### config.mk
export PLATFORM = sky130hd
export DESIGN_NAME = d_sram_bridge
export DESIGN_NICKNAME = d
export VERILOG_FILES = /design/src/rtl/d_sram_bridge_pkg.sv /design/src/rtl/d_size_enc.sv /design/src/rtl/d_sram_bridge.sv
export SDC_FILE = /design/constraint.sdc
export NUM_CORES = 1
export LEC_CHECK = 0
export BUFFER_PORTS_ARGS = -buffer_cell sky130_fd_sc_hd__buf_2
export CAP_MARGIN = 10
export CORE_ASPECT_RATIO = 0.9
export CORE_MARGIN = 2
export CORE_UTILIZATION = 45
export DETAILED_ROUTE_END_ITERATION = 10
export PLACE_DENSITY = 0.9
export REMOVE_ABC_BUFFERS = 1
export SLEW_MARGIN = 10
export SYNTH_ARGS = -nofsm -noshare
export SYNTH_HDL_FRONTEND = slang
export SYNTH_SLANG_ARGS = --single-unit
### constraint.sdc
create_clock -name clk -period 2.1 [get_ports clk]
set_input_delay 0.42 -clock clk [delete_from_list [all_inputs] [get_ports clk]]
set_output_delay 0.42 -clock clk [all_outputs]
set_load 0.1 [all_outputs]
### src/rtl/d_sram_bridge_pkg.sv
// Shared types and codes for the data-side SRAM bridge.
package d_sram_bridge_pkg;

  typedef enum logic [1:0] {
    S_IDLE = 2'd0,
    S_ADDR = 2'd1,
    S_DATA = 2'd2,
    S_DONE = 2'd3
  } state_t;

  localparam logic [1:0] SZ_BYTE = 2'd0;
  localparam logic [1:0] SZ_HALF = 2'd1;
  localparam logic [1:0] SZ_WORD = 2'd2;

  // True for the byte-strobe patterns the datapath is allowed to issue.
  function automatic logic wen_legal(input logic [3:0] wen);
    case (wen)
      4'b0000, 4'b1111, 4'b0011, 4'b1100,
      4'b0001, 4'b0010, 4'b0100, 4'b1000: wen_legal = 1'b1;
      default:                            wen_legal = 1'b0;
    endcase
  endfunction

endpackage

### src/rtl/d_size_enc.sv
// Byte-strobe to {write, transfer size} encoder for the bridge request.
module d_size_enc
  import d_sram_bridge_pkg::*;
(
  input  logic [3:0] wen,
  output logic       wr,
  output logic [1:0] size
);

  always_comb begin
    wr   = |wen;
    size = SZ_WORD;
    case (wen)
      4'b0011, 4'b1100:                   size = SZ_HALF;
      4'b0001, 4'b0010, 4'b0100, 4'b1000: size = SZ_BYTE;
      default:                            size = SZ_WORD;
    endcase
  end

endmodule

### src/rtl/d_sram_bridge.sv
// MEM-stage SRAM-style access to sram-like split-transaction bridge, one
// outstanding request, stalls the pipeline until the access completes.
module d_sram_bridge
  import d_sram_bridge_pkg::*;
#(
  parameter int unsigned ADDR_W = 32,
  parameter int unsigned DATA_W = 32
) (
  input  logic                clk,
  input  logic                rst,
  input  logic                cpu_en,
  input  logic [DATA_W/8-1:0] cpu_wen,
  input  logic [ADDR_W-1:0]   cpu_addr,
  input  logic [DATA_W-1:0]   cpu_wdata,
  output logic [DATA_W-1:0]   cpu_rdata,
  output logic                d_stall,
  input  logic                longest_stall,
  output logic                data_req,
  output logic                data_wr,
  output logic [1:0]          data_size,
  output logic [ADDR_W-1:0]   data_addr,
  output logic [DATA_W-1:0]   data_wdata,
  input  logic                data_addr_ok,
  input  logic                data_data_ok,
  input  logic [DATA_W-1:0]   data_rdata
);

  state_t              state_q, state_d;
  logic [ADDR_W-1:0]   addr_q, addr_d;
  logic [DATA_W-1:0]   wdata_q, wdata_d;
  logic                wr_q, wr_d;
  logic [1:0]          size_q, size_d;
  logic [DATA_W-1:0]   rdata_q, rdata_d;
  logic                enc_wr;
  logic [1:0]          enc_size;

  d_size_enc u_size_enc (
    .wen  (cpu_wen),
    .wr   (enc_wr),
    .size (enc_size)
  );

  // The strobes are encoded at latch time, so only {wr, size} is held
  // rather than the raw wen; data_wr is still |wen of the accepted access.
  always_comb begin
    state_d = state_q;
    addr_d  = addr_q;
    wdata_d = wdata_q;
    wr_d    = wr_q;
    size_d  = size_q;
    rdata_d = rdata_q;
    case (state_q)
      S_IDLE: begin
        if (cpu_en) begin
          addr_d  = enc_wr ? cpu_addr : {cpu_addr[ADDR_W-1:2], 2'b00};
          wdata_d = cpu_wdata;
          wr_d    = enc_wr;
          size_d  = enc_size;
          state_d = S_ADDR;
        end
      end
      S_ADDR: begin
        if (data_addr_ok) begin
          if (data_data_ok) begin
            if (!wr_q) rdata_d = data_rdata;
            state_d = S_DONE;
          end else begin
            state_d = S_DATA;
          end
        end
      end
      S_DATA: begin
        if (data_data_ok) begin
          if (!wr_q) rdata_d = data_rdata;
          state_d = S_DONE;
        end
      end
      S_DONE: begin
        if (!longest_stall) state_d = S_IDLE;
      end
      default: state_d = S_IDLE;
    endcase
  end

  always_ff @(posedge clk or negedge rst) begin
    if (!rst) begin
      state_q <= S_IDLE;
      addr_q  <= '0;
      wdata_q <= '0;
      wr_q    <= 1'b0;
      size_q  <= '0;
      rdata_q <= '0;
    end else begin
      state_q <= state_d;
      addr_q  <= addr_d;
      wdata_q <= wdata_d;
      wr_q    <= wr_d;
      size_q  <= size_d;
      rdata_q <= rdata_d;
    end
  end

  assign data_req   = (state_q == S_ADDR);
  assign data_wr    = wr_q;
  assign data_size  = size_q;
  assign data_addr  = addr_q;
  assign data_wdata = wdata_q;
  assign cpu_rdata  = rdata_q;
  assign d_stall    = cpu_en & (state_q != S_DONE);

  a_wen_legal: assert property (@(posedge clk) disable iff (!rst)
    (state_q == S_IDLE && cpu_en) |-> wen_legal(cpu_wen[3:0]));

endmodule

==> results.json, run 1 <==
{
  "drc_errors": 0,
  "syn_inst": 238,
  "final_nets": 561,
  "cp_slowest_stage_delay_ns": 0.44,
  "criticalPathCategory": "flip-flop to primary output",
  "dp.final_hpwl_mm": 6.54,
  "start_kind": "flip-flop",
  "grt_overflow": 0,
  "numClockSinks": 101,
  "critPathSlowestCell": "buf_2",
  "worstSetupEndpointType": "primary output",
  "antenna_cells": 0,
  "finalClockSkew_ns": 0.00783,
  "grt_pass1_vias": 2865,
  "slew-limit-headroom_pct": 66.7,
  "finalWorstSetupSlack_ns": 0.134,
  "dr.pass1.iters": 4,
  "yosys.cell_types.count": 23,
  "drtIter0Drc": 36,
  "antenna_found_initial": 0,
  "synth_area_um2": 3900,
  "rsz0062_at_grt": "false",
  "place.port_buffers": 206,
  "n_fill_cell": 715,
  "grt_usage_pct": 18.6,
  "max_clock_freq_mhz": 509,
  "cp_data_arrival_time_ns": 1.55,
  "ys_seq_area_share_pct": 64.8,
  "clock_path_buffers": 2,
  "outcome": "finished, final reports clean",
  "ys_ff_latch": 101,
  "rows": 32,
  "finalWirelength_mm": 8.58,
  "maxCapViolations": 0,
  "cts_buffers": 9,
  "worst_pin_slew_ns": 0.503,
  "final.setup.tns_ns": 0,
  "drive_gt1_share_pct": 70.3,
  "cp.required_ns": 1.68,
  "clkTransAtPathRegs_ns": 0.09,
  "grt_pass1_wl_mm": 13.6,
  "pin_count": 207,
  "postCtsSetupBuffers": 0,
  "finalCritPeriodShare_pct": 93.6,
  "start_util_pct": 46.0,
  "syn_area_per_cell_um2": 16.4,
  "cts_root_buffer": "clkbuf_8",
  "wl_per_cell_um": 15.0,
  "place.gp.congestion": 0.743,
  "synth_top_area_share_pct": 64.8,
  "clk_latency_ns": 0.35,
  "viasPerCell": 4.67,
  "yosysTopAreaCell": "dfrtp_1",
  "core_um2": 8490,
  "critical_path.cell_chain": "inv_1 -> ha_1 -> buf_2",
  "areaGrowthSynthToFinish_pct": 34.9,
  "vias": 2674,
  "die-area_um2": 9430,
  "report.final.slew_viol_count": 0,
  "final_antenna_net_count": 0,
  "yosysWarnings": 0,
  "synth_area_leaders": "dfrtp_1, mux2_2, ha_1, buf_2, buf_6",
  "hold_viol": 0,
  "cts_tree": "yes",
  "cp_max_fo": 5,
  "preCtsSetupSlack_ns": 0.307,
  "grt_max_degree": 67,
  "period_minus_slack_ns": 1.97,
  "cts_htree_levels": 3,
  "worstHoldPathType": "input pin to flip-flop",
  "setup_viol": 0,
  "die_height_um": 92.3,
  "chipWidth_um": 102
}
==> per-layer routing <==
layer	vias to the layer above	routed length [um]	GRT usage [%]
met2	111	4650	33.6
met5	-	0	0
met1	1298	3170	20.6
met3	12	651	5.96
li1	1253	-	-
met4	0	102	5.56
==> logic make-up after synthesis <==
family	after synthesis	synth area share [%]
adder cells (fa/ha/maj)	5	1.60
XOR/XNOR	1	0.224
flip-flops	101	64.8
buffers and inverters	12	1.96
multiplexers	95	27.4
AND/OR/NAND/NOR	14	2.31
AO/OA/AOI/OAI	10	1.73
==> per-stage QoR <==
step / utilization [%] / instances / instance area, um2 / hold WS, ns
after floorplan: - / 228 / 3830 / 0.124
after global placement: 59.9 / 557 / 5090 / 0.354
after detailed placement: 59.9 / 557 / 5090 / 0.360
after CTS: 62.0 / 573 / 5260 / 0.257
after global routing: 62.0 / 573 / 5260 / 0.259
final: 62.0 / 573 / 5260 / 0.280
==> synth_stat cells <==
library cell / instances
dfrtp_1: 101
mux2_2: 93
buf_2: 7
ha_1: 5
nand2_1: 5
buf_6: 3
a21oi_1: 2
a22o_1: 2
inv_1: 2
mux2_1: 2
nand2b_1: 2
nor2_1: 2
o21ai_0: 2
a2111oi_0: 1
a21o_1: 1
a31oi_1: 1
and3_1: 1
nand4b_1: 1
nor2b_1: 1
nor2b_4: 1
nor3_4: 1
o21bai_1: 1
xor2_1: 1
==> flip-flops by register name (all words and copies together) (netlist names) <==
name        cells
data_wdata     32
data_wr         1
data_size       2
cpu_rdata      32
data_addr      32
state_q         2
==> timing repair <==
action | 4_1_cts | 5_1_grt
endpoints found under the hold margin | 26 | 0
hold buffers | 1 | 0
gates resized for setup | 0 | 0
==> worst paths after layout <==
kind / cells past startpoint / endpoint / startpoint / slack (ns)
max in group asynchronous: 3 / cpu_rdata[1] / rst / 0.96
setup / recovery: 3 / data_req / state_q[1] / 0.13
hold / removal: 2 / cpu_rdata[5] / data_rdata[5] / 0.28
min in group asynchronous: 2 / data_wdata[16] / rst / 0.52
hold reg to reg: 1 / cpu_rdata[5] / cpu_rdata[5] / 0.49
setup reg to reg: 6 / cpu_rdata[22] / state_q[1] / 0.30
==> final cells by class <==
| cell class | count | area (um2) | area share [%] |
|---|---|---|---|
| repair buffers | 211 | 1110 | 21.1 |
| inverters | 2 | 7.51 | 0.143 |
| flip-flops and latches | 101 | 2530 | 48.0 |
| clock buffers | 12 | 145 | 2.76 |
| multi-input cells | 125 | 1300 | 24.7 |
| well taps | 119 | 149 | 2.83 |
| clock inverters | 3 | 22.5 | 0.428 |
==> critical path: cells and delay by family, from the launching register on <==
kind                       cells  cell delay (ns)
adders and majority gates      1             0.20
buffers and inverters          2             0.56
DFF                            1             0.43
==> layout by cell type, fill, tap and decap left out, types with 2 or more instances in the layout <==
master,netlist,final
buf_2,7,205
dfrtp_1,101,101
mux2_2,93,93
clkbuf_8,0,10
ha_1,5,5
nand2_1,5,4
clkinvlp_4,0,3
buf_12,0,3
inv_1,2,2
nor2_1,2,2
a21oi_1,2,2
a22o_1,2,2
o21ai_0,2,2
mux2_1,2,2
nand2b_1,2,2
clkbuf_1,0,2
buf_4,0,2
Power of run 1 is not shown: default switching activity piles up to over one toggle a cycle in this logic, so the estimate is an artifact.
==> inputs of run 2 (changes only) <==
CORE_ASPECT_RATIO = unset   (was 0.9)
==> run 2 against run 1 <==
Sequential share of layout area about the same. First-iteration DRC count up 130%. Critical endpoint is now d_stall. Highest routed layer unchanged. Register-to-register slack about the same. Flip-flop and latch count unchanged. Final area about the same. Routed wire length down 0.64%.
==> results.json, run 2 (same netlist as run 1, synthesis figures left out) <==
{
  "setup_viol": 0,
  "grt_usage_pct": 18.0,
  "final_antenna_net_count": 0,
  "cts_htree_levels": 3,
  "cp_max_fo": 5,
  "dr_wl_met2_mm": 4.50,
  "report.final.slew_viol_count": 0,
  "start_util_pct": 47.0,
  "critPathSlowestCell": "dfrtp_1",
  "final_common_cell": "buf_2",
  "postLayoutCellArea_um2": 5260,
  "drive_gt1_share_pct": 70.6,
  "n_fill_cell": 654,
  "worstSetupEndpointType": "primary output",
  "fin_util_pct": 63.4,
  "viasPerCell": 4.85,
  "place.port_buffers": 206,
  "rsz0062_at_grt": "false",
  "cts_buffers": 9,
  "grt_pass1_wl_mm": 13.8,
  "numClockSinks": 101,
  "stdcell_count": 561,
  "hold_viol": 0,
  "slew-limit-headroom_pct": 66.5,
  "grt_pass1_vias": 2945,
  "dp.final_hpwl_mm": 6.53,
  "cp_data_arrival_time_ns": 1.54,
  "clkTransAtPathRegs_ns": 0.10,
  "critical_path.cell_chain": "ha_1 -> nor2b_1 -> buf_2",
  "reg2regPathDepth": 6,
  "cp.required_ns": 1.68,
  "outcome": "finished, final reports clean",
  "finalClockSkew_ns": 0.0141,
  "clock_path_buffers": 2,
  "cts_tree": "yes",
  "cp_slowest_stage_delay_ns": 0.43,
  "max_clock_freq_mhz": 510,
  "core_um2": 8300,
  "areaGrowthSynthToFinish_pct": 34.8,
  "chipWidth_um": 97.1,
  "cts_hold_buf": 0,
  "clk_latency_ns": 0.35,
  "final_cell_mix": "buf_2, dfrtp_1, mux2_2, clkbuf_8, ha_1",
  "cts_root_buffer": "clkbuf_8",
  "antenna_cells": 0,
  "dr.pass1.iters": 4,
  "place.gp.congestion": 0.786,
  "pin_count": 207,
  "drc_errors": 0,
  "m1WireLength_mm": 3.24,
  "die_height_um": 97.1,
  "highest-signal-layer": "met4",
  "dp.cells": 545,
  "worst_pin_slew_ns": 0.489,
  "met3_length_um": 670,
  "grt_overflow": 0,
  "final_nets": 562,
  "finalCritPeriodShare_pct": 93.5,
  "post_dp_cell_area_um2": 5080,
  "maxCapViolations": 0,
  "rows": 33,
  "worstHoldPathType": "input pin to async pin",
  "final.setup.tns_ns": 0,
  "wl_per_cell_um": 15.2,
  "grt_max_degree": 62,
  "period_minus_slack_ns": 1.96,
  "drtIter0Drc": 83,
  "vias": 2722,
  "finalWirelength_mm": 8.52,
  "antenna_found_initial": 0,
  "start_kind": "flip-flop",
  "criticalPathCategory": "flip-flop to primary output",
  "die-area_um2": 9430,
  "ctsResizeCount": 0,
  "postCtsSetupBuffers": 0
}
==> run 2: cell types whose count changed in the layout (fill, tap and decap cells not counted) <==
cell           previous run  this run
buf_4                     2         4
clkinv_4                  0         1
clkinvlp_4                3         2
dlygate4sd3_1             1         0
inv_6                     0         1
==> run 2: final timing paths <==
path / from / to / slack (ns)
min: rst / data_addr[30] / 0.008
max: state_q[1] / d_stall / 0.14
max in group asynchronous: rst / data_addr[27] / 1.49
min reg2reg: data_size[0] / data_size[0] / 0.50
max reg2reg: state_q[1] / cpu_rdata[9] / 0.31
min in group clk: data_rdata[27] / cpu_rdata[27] / 0.29
==> run 2: final cells by class <==
type	instances	area (um2)	area share, %
Inverter	2	7.51	0.143
Sequential cell	101	2530	48.0
Clock inverter	4	32.5	0.618
Timing Repair Buffer	212	1120	21.2
Multi-Input combinational cell	125	1300	24.7
Tap cell	105	131	2.50
Clock buffer	12	145	2.76
==> run 2: critical path, delay by kind of cell, from the launching register on <==
family,cells,cell delay [ns]
buffers and inverters,1,0.43
AND/OR/NAND/NOR,1,0.11
flip-flops,1,0.43
adder cells (fa/ha/maj),1,0.22
==> run 2: stage by stage <==
step,hold WS (ns),setup slack [ns]
5_1_grt,0.0213,0.0605
2_1_floorplan,0.124,-0.558
3_3_place_gp,0.392,0.414
3_5_place_dp,0.402,0.321
6_report,0.00776,0.137
4_1_cts,0.00670,0.110
==> run 2: routing by layer <==
metal  track usage, %  vias to the layer above
met4             6.61                        0
li1                 -                     1255
met5                0                        -
met2             32.1                      119
met1             20.2                     1337
met3             5.61                       11
Power of run 2 is left out for the same reason.
